`config.mk`:
```
export PLATFORM = sky130hd
export DESIGN_NAME = prescaled_counter_flat
export DESIGN_NICKNAME = d
export VERILOG_FILES = /design/src/rtl/prescaled_counter_if.sv /design/src/rtl/prescaled_counter.sv /design/src/flat_wrapper.sv
export SDC_FILE = /design/constraint.sdc
export NUM_CORES = 1
export LEC_CHECK = 0
export ABC_CLOCK_PERIOD_IN_PS = 1900
export CORE_MARGIN = 3
export CORE_UTILIZATION = 40
export DETAILED_ROUTE_END_ITERATION = 6
export GPL_ROUTABILITY_DRIVEN = 0
export PLACE_DENSITY = 0.67
export REMOVE_ABC_BUFFERS = 1
export SETUP_SLACK_MARGIN = 0.1
export SKIP_LAST_GASP = 1
export SYNTH_ARGS = -nofsm -noshare
export SYNTH_HDL_FRONTEND = slang
export SYNTH_SLANG_ARGS = --single-unit
```
`constraint.sdc`:
```
create_clock -name CLK -period 1.9 [get_ports CLK]
set_clock_uncertainty 0.1 [all_clocks]
set_input_delay 0.38 -clock CLK [delete_from_list [all_inputs] [get_ports CLK]]
set_output_delay 0.38 -clock CLK [all_outputs]
set_load 0.005 [all_outputs]
```
`src/rtl/prescaled_counter_if.sv`:
```
// Control and data bundle between a prescaled counter and whatever drives it.
// The master drives enable, direction and load; the slave returns count and pulses.
interface prescaled_counter_if #(
    parameter int WIDTH = 8
);
    logic             CE;
    logic             UP;
    logic             LOAD;
    logic [WIDTH-1:0] D;
    logic [WIDTH-1:0] O;
    logic             TICK;
    logic             TC;

    modport master (
        output CE, UP, LOAD, D,
        input  O, TICK, TC
    );

    modport slave (
        input  CE, UP, LOAD, D,
        output O, TICK, TC
    );
endinterface

```
`src/rtl/prescaled_counter.sv`:
```
// Up/down counter advanced once every DIV enabled cycles by an internal prescaler,
// with synchronous load, optional saturation and combinational tick/terminal-count pulses.
module prescaled_counter #(
    parameter int              WIDTH    = 8,
    parameter int              PW       = 22,
    parameter longint unsigned DIV      = 64'd4194304,
    parameter int              SATURATE = 0
) (
    input  logic               CLK,
    input  logic               RESET,
    prescaled_counter_if.slave bus
);
    localparam logic [PW-1:0] LP_PCNT_LAST = PW'(DIV - 64'd1);

    logic [PW-1:0]    r_pcnt;
    logic [WIDTH-1:0] r_o;

    logic             w_pcnt_last;
    logic             w_tick;
    logic             w_at_bound;
    logic [WIDTH-1:0] w_o_next;

    // With DIV=1 the prescaler is pinned at zero, so the compare is always true.
    assign w_pcnt_last = (r_pcnt == LP_PCNT_LAST);
    assign w_tick      = RESET & ~bus.LOAD & bus.CE & w_pcnt_last;
    assign w_at_bound  = bus.UP ? (r_o == {WIDTH{1'b1}}) : (r_o == {WIDTH{1'b0}});

    assign bus.TICK = w_tick;
    assign bus.TC   = w_tick & w_at_bound;
    assign bus.O    = r_o;

    // NOTE: default assignment first so every path assigns w_o_next and no latch is inferred.
    always_comb begin
        w_o_next = r_o;
        if (!(SATURATE != 0 && w_at_bound)) begin
            w_o_next = bus.UP ? r_o + WIDTH'(1) : r_o - WIDTH'(1);
        end
    end

    // NOTE: non-blocking assignments so every register samples pre-edge values.
    always_ff @(posedge CLK) begin
        if (!RESET) begin
            r_pcnt <= '0;
            r_o    <= '0;
        end else if (bus.LOAD) begin
            r_pcnt <= '0;
            r_o    <= bus.D;
        end else if (bus.CE) begin
            r_pcnt <= w_pcnt_last ? '0 : r_pcnt + PW'(1);
            if (w_tick) begin
                r_o <= w_o_next;
            end
        end
    end
endmodule

```
`src/flat_wrapper.sv`:
```
// flat-port wrapper written by rule: the top's interface ports become plain ports
module prescaled_counter_flat 
#(
    parameter int              WIDTH    = 8,
    parameter int              PW       = 22,
    parameter longint unsigned DIV      = 64'd4194304,
    parameter int              SATURATE = 0
)
  (CLK, RESET, bus_CE, bus_UP, bus_LOAD, bus_D, bus_O, bus_TICK, bus_TC);
  prescaled_counter_if #(.WIDTH(WIDTH)) bus_i ();
  input  logic CLK;
  input  logic RESET;
  input wire logic [$bits(bus_i.CE)-1:0] bus_CE;
  input wire logic [$bits(bus_i.UP)-1:0] bus_UP;
  input wire logic [$bits(bus_i.LOAD)-1:0] bus_LOAD;
  input wire logic [$bits(bus_i.D)-1:0] bus_D;
  output wire logic [$bits(bus_i.O)-1:0] bus_O;
  output wire logic [$bits(bus_i.TICK)-1:0] bus_TICK;
  output wire logic [$bits(bus_i.TC)-1:0] bus_TC;
  assign bus_i.CE = bus_CE;
  assign bus_i.UP = bus_UP;
  assign bus_i.LOAD = bus_LOAD;
  assign bus_i.D = bus_D;
  assign bus_O = bus_i.O;
  assign bus_TICK = bus_i.TICK;
  assign bus_TC = bus_i.TC;
  prescaled_counter #(.WIDTH(WIDTH), .PW(PW), .DIV(DIV), .SATURATE(SATURATE)) u_core (.CLK(CLK), .RESET(RESET), .bus(bus_i));
endmodule
```
==> impl_metrics.toml <==
[critical_path]
critical_path_required_ns = 1.42
cp_max_fo = 5
critical-path-max-stage-delay_ns = 0.41
cp-end-kind = "primary output"
crit_type = "reg -> out"
arrival_ns = 1.41
start_kind = "flop"
crit_slowest_cell = "dfxtp_4"
crit_top_cell = "nor3_2"
critical_path.cell_chain = "nand4_1 > nor3_2 > a31oi_1 > nor3_2 > buf_2"

[worst_hold_path]
hp-class = "reg -> reg"

[pwr]
power_density_nw_per_um2 = 584.0
leakagePower_nw = 1.126
ir_worst_vdd_mv = 0.3204

[yosys]
synth-edff-count = 0
synthesis.area_sq_um = 1668
synth.avg_cell_area_sq_um = 8.423
yosys_warnings = 0
yosysUniqueCellTypes = 35
yosysSeqAreaShare_pct = 36.01
async_flop_share_pct = 0
synth_flop_cell = "dfxtp_1"
synthCells = 198
synth_seq_cells = 30

[global_routing]
track_usage_pct = 21.52
grt_pass1_vias = 1839
antenna_found_initial = 0
overflow = 0
grt_first_pass_wirelength_mm = 8.480
grt_start_max_net_pins = 15

[place]
dp_hpwl_mm = 3.318
port_buffers = 22
place_worst_setup_slack_ns = -0.7564
dpl_cell_area_sq_um = 2375

[floorplan]
die_h_um = 70.57
fp.coreArea_sq_um = 3826
fp.dieW_um = 70.57
die-area_sq_um = 4980
rows = 22
ios = 23
start_util_pct = 43.59

[finish]
regArea_sq_um = 630.6
syn2layout_area_growth_pct = 71.04
fin_util_pct = 74.56
num-nets-final = 308
n_antenna_cell = 0
fillCellCount = 256
design_area_sq_um = 2853
drive_gt1_share_pct = 44.60
multi_input_comb_area_sq_um = 1294

[drt]
first_pass_iters = 4
num_vias = 1820
ant_nets = 0
drc_errors = 0
routedWlPerCell_um = 16.78
first_iter_violations = 125
via_per_inst = 5.433
drt_wl_total_mm = 5.620

[clock_network]
cts_root_buf = "clkbuf_8"
numCtsBuffers = 5
cts_buffer_depth = 2
h-tree-depth = 2
clk_latency_ns = 0.28
clk_pin_slew_ns = 0.06
cts.sinks = 30
cts_tree = "done"
cts_hold_buf = 0

[sta]
fin_ws_ns = 0.005683
fmax_mhz = 527.9
timing_max_transition_violations_final = 0
period_needed_ns = 1.894
period_share_pct = 99.70
hold_violations = 0
hold_slack_ns = 0.4364
rsz0062_at_grt = "true"
slew_headroom_pct = 72.72
tns_ns = 0
setup_viol = 0
worst_slew_pin_slew_ns = 0.4063

[flow_run]
maxCapViolCount = 0

[run_status]
status = "finished, final reports clean"
## cell families after synthesis
family / count (synthesis) / synth area share, %
and+or+nand+nor: 99 / 31.06
DFF: 30 / 36.01
xor gates and xnor gates: 27 / 14.18
AOI/OAI and AO/OA: 23 / 9.153
buffers and inverters: 10 / 2.551
adders and majority gates: 8 / 6.451
muxes: 1 / 0.6002
## critical path, delay by kind of cell (launching register included)
kind | cells | cell delay (ns)
AND/OR/NAND/NOR | 3 | 0.51
flip-flops | 1 | 0.41
buffers and inverters | 1 | 0.14
AO/OA/AOI/OAI | 1 | 0.08
## timing repair
item                       in CTS  in global routing
setup endpoints to repair      30                 37
cloned                          1                  0
resized for setup              57                 34
setup buffers                   2                  5
pin swaps                      19                 16
## worst paths after layout
kind / from / end / cells after the start / slack [ns]
worst max-delay path: u_core.bus.O[1] / bus_TC / 5 / 0.006
worst min register to register: u_core.r_pcnt[4] / u_core.r_pcnt[4] / 2 / 0.44
worst min-delay path: u_core.r_pcnt[4] / u_core.r_pcnt[4] / 2 / 0.44
worst max register to register: u_core.bus.O[2] / u_core.bus.O[5] / 7 / 0.006
## report_power, final
part           switching, mW  total [mW]  internal [mW]
Combinational          0.155       0.344          0.188
Sequential            0.0205       0.661          0.640
Clock                  0.242       0.661          0.419
## routing by layer
metal	track usage, %	share of wire (%)
met1	25.26	40
met2	38.67	50
met3	4.403	6.4
met4	7.724	3.1
met5	0	0
## area by class of cell
type | instances | area share (%)
Sequential cell | 30 | 22.11
Inverter | 3 | 0.5702
Timing Repair Buffer | 89 | 25.92
Tap cell | 48 | 2.105
Multi-Input combinational cell | 158 | 45.35
Clock inverter | 1 | 1.053
Clock buffer | 6 | 2.895
## state kept, by name, summed over array words and instances, names as in the netlist
name / count
u_core.bus.O: 8
u_core.r_pcnt: 22
## stage by stage
step                      std cells  total power, mW
after floorplan                 191           0.7669
after global placement          322           0.8991
after detailed placement        322           0.9010
after CTS                       331            1.603
after global routing            335            1.713
final                           335            1.666
## cells in the mapped netlist, drive strengths merged (2+ instances only)
cell type,count,area share (%)
xnor2,17,8.9
o21ai,4,1.2
nand4,13,5.3
o21a,2,0.90
and4,4,2.1
and3,9,3.4
inv,3,0.68
nand2,8,1.8
ha,7,5.3
o31ai,3,1.4
nor2,34,7.7
nor4,2,0.75
dfxtp,30,36
buf,4,1.2
a211oi,3,1.4
nand3,17,5.4
xor2,10,5.3
or3,2,0.75
nor3,7,2.8
a21oi,5,1.5
clkbuf,3,0.68
## layout by cell type (no fill, tap or decap), types with 2 or more instances in the layout
cell	count
a211oi_4	2
a21oi_1	4
and3_1	7
and3_4	2
and4_1	3
buf_2	2
buf_4	59
buf_6	8
clkbuf_8	6
clkdlybuf4s50_1	18
dfxtp_1	16
dfxtp_2	9
dfxtp_4	5
ha_4	6
inv_1	2
nand2_1	7
nand3_1	12
nand3_2	3
nand3_4	2
nand4_1	12
nor2_1	32
nor2_4	2
nor3_2	6
o21a_1	2
o21ai_0	3
or3_1	2
xnor2_1	17
xor2_1	10
No activity file was read; power rests on OpenSTA's default activity.
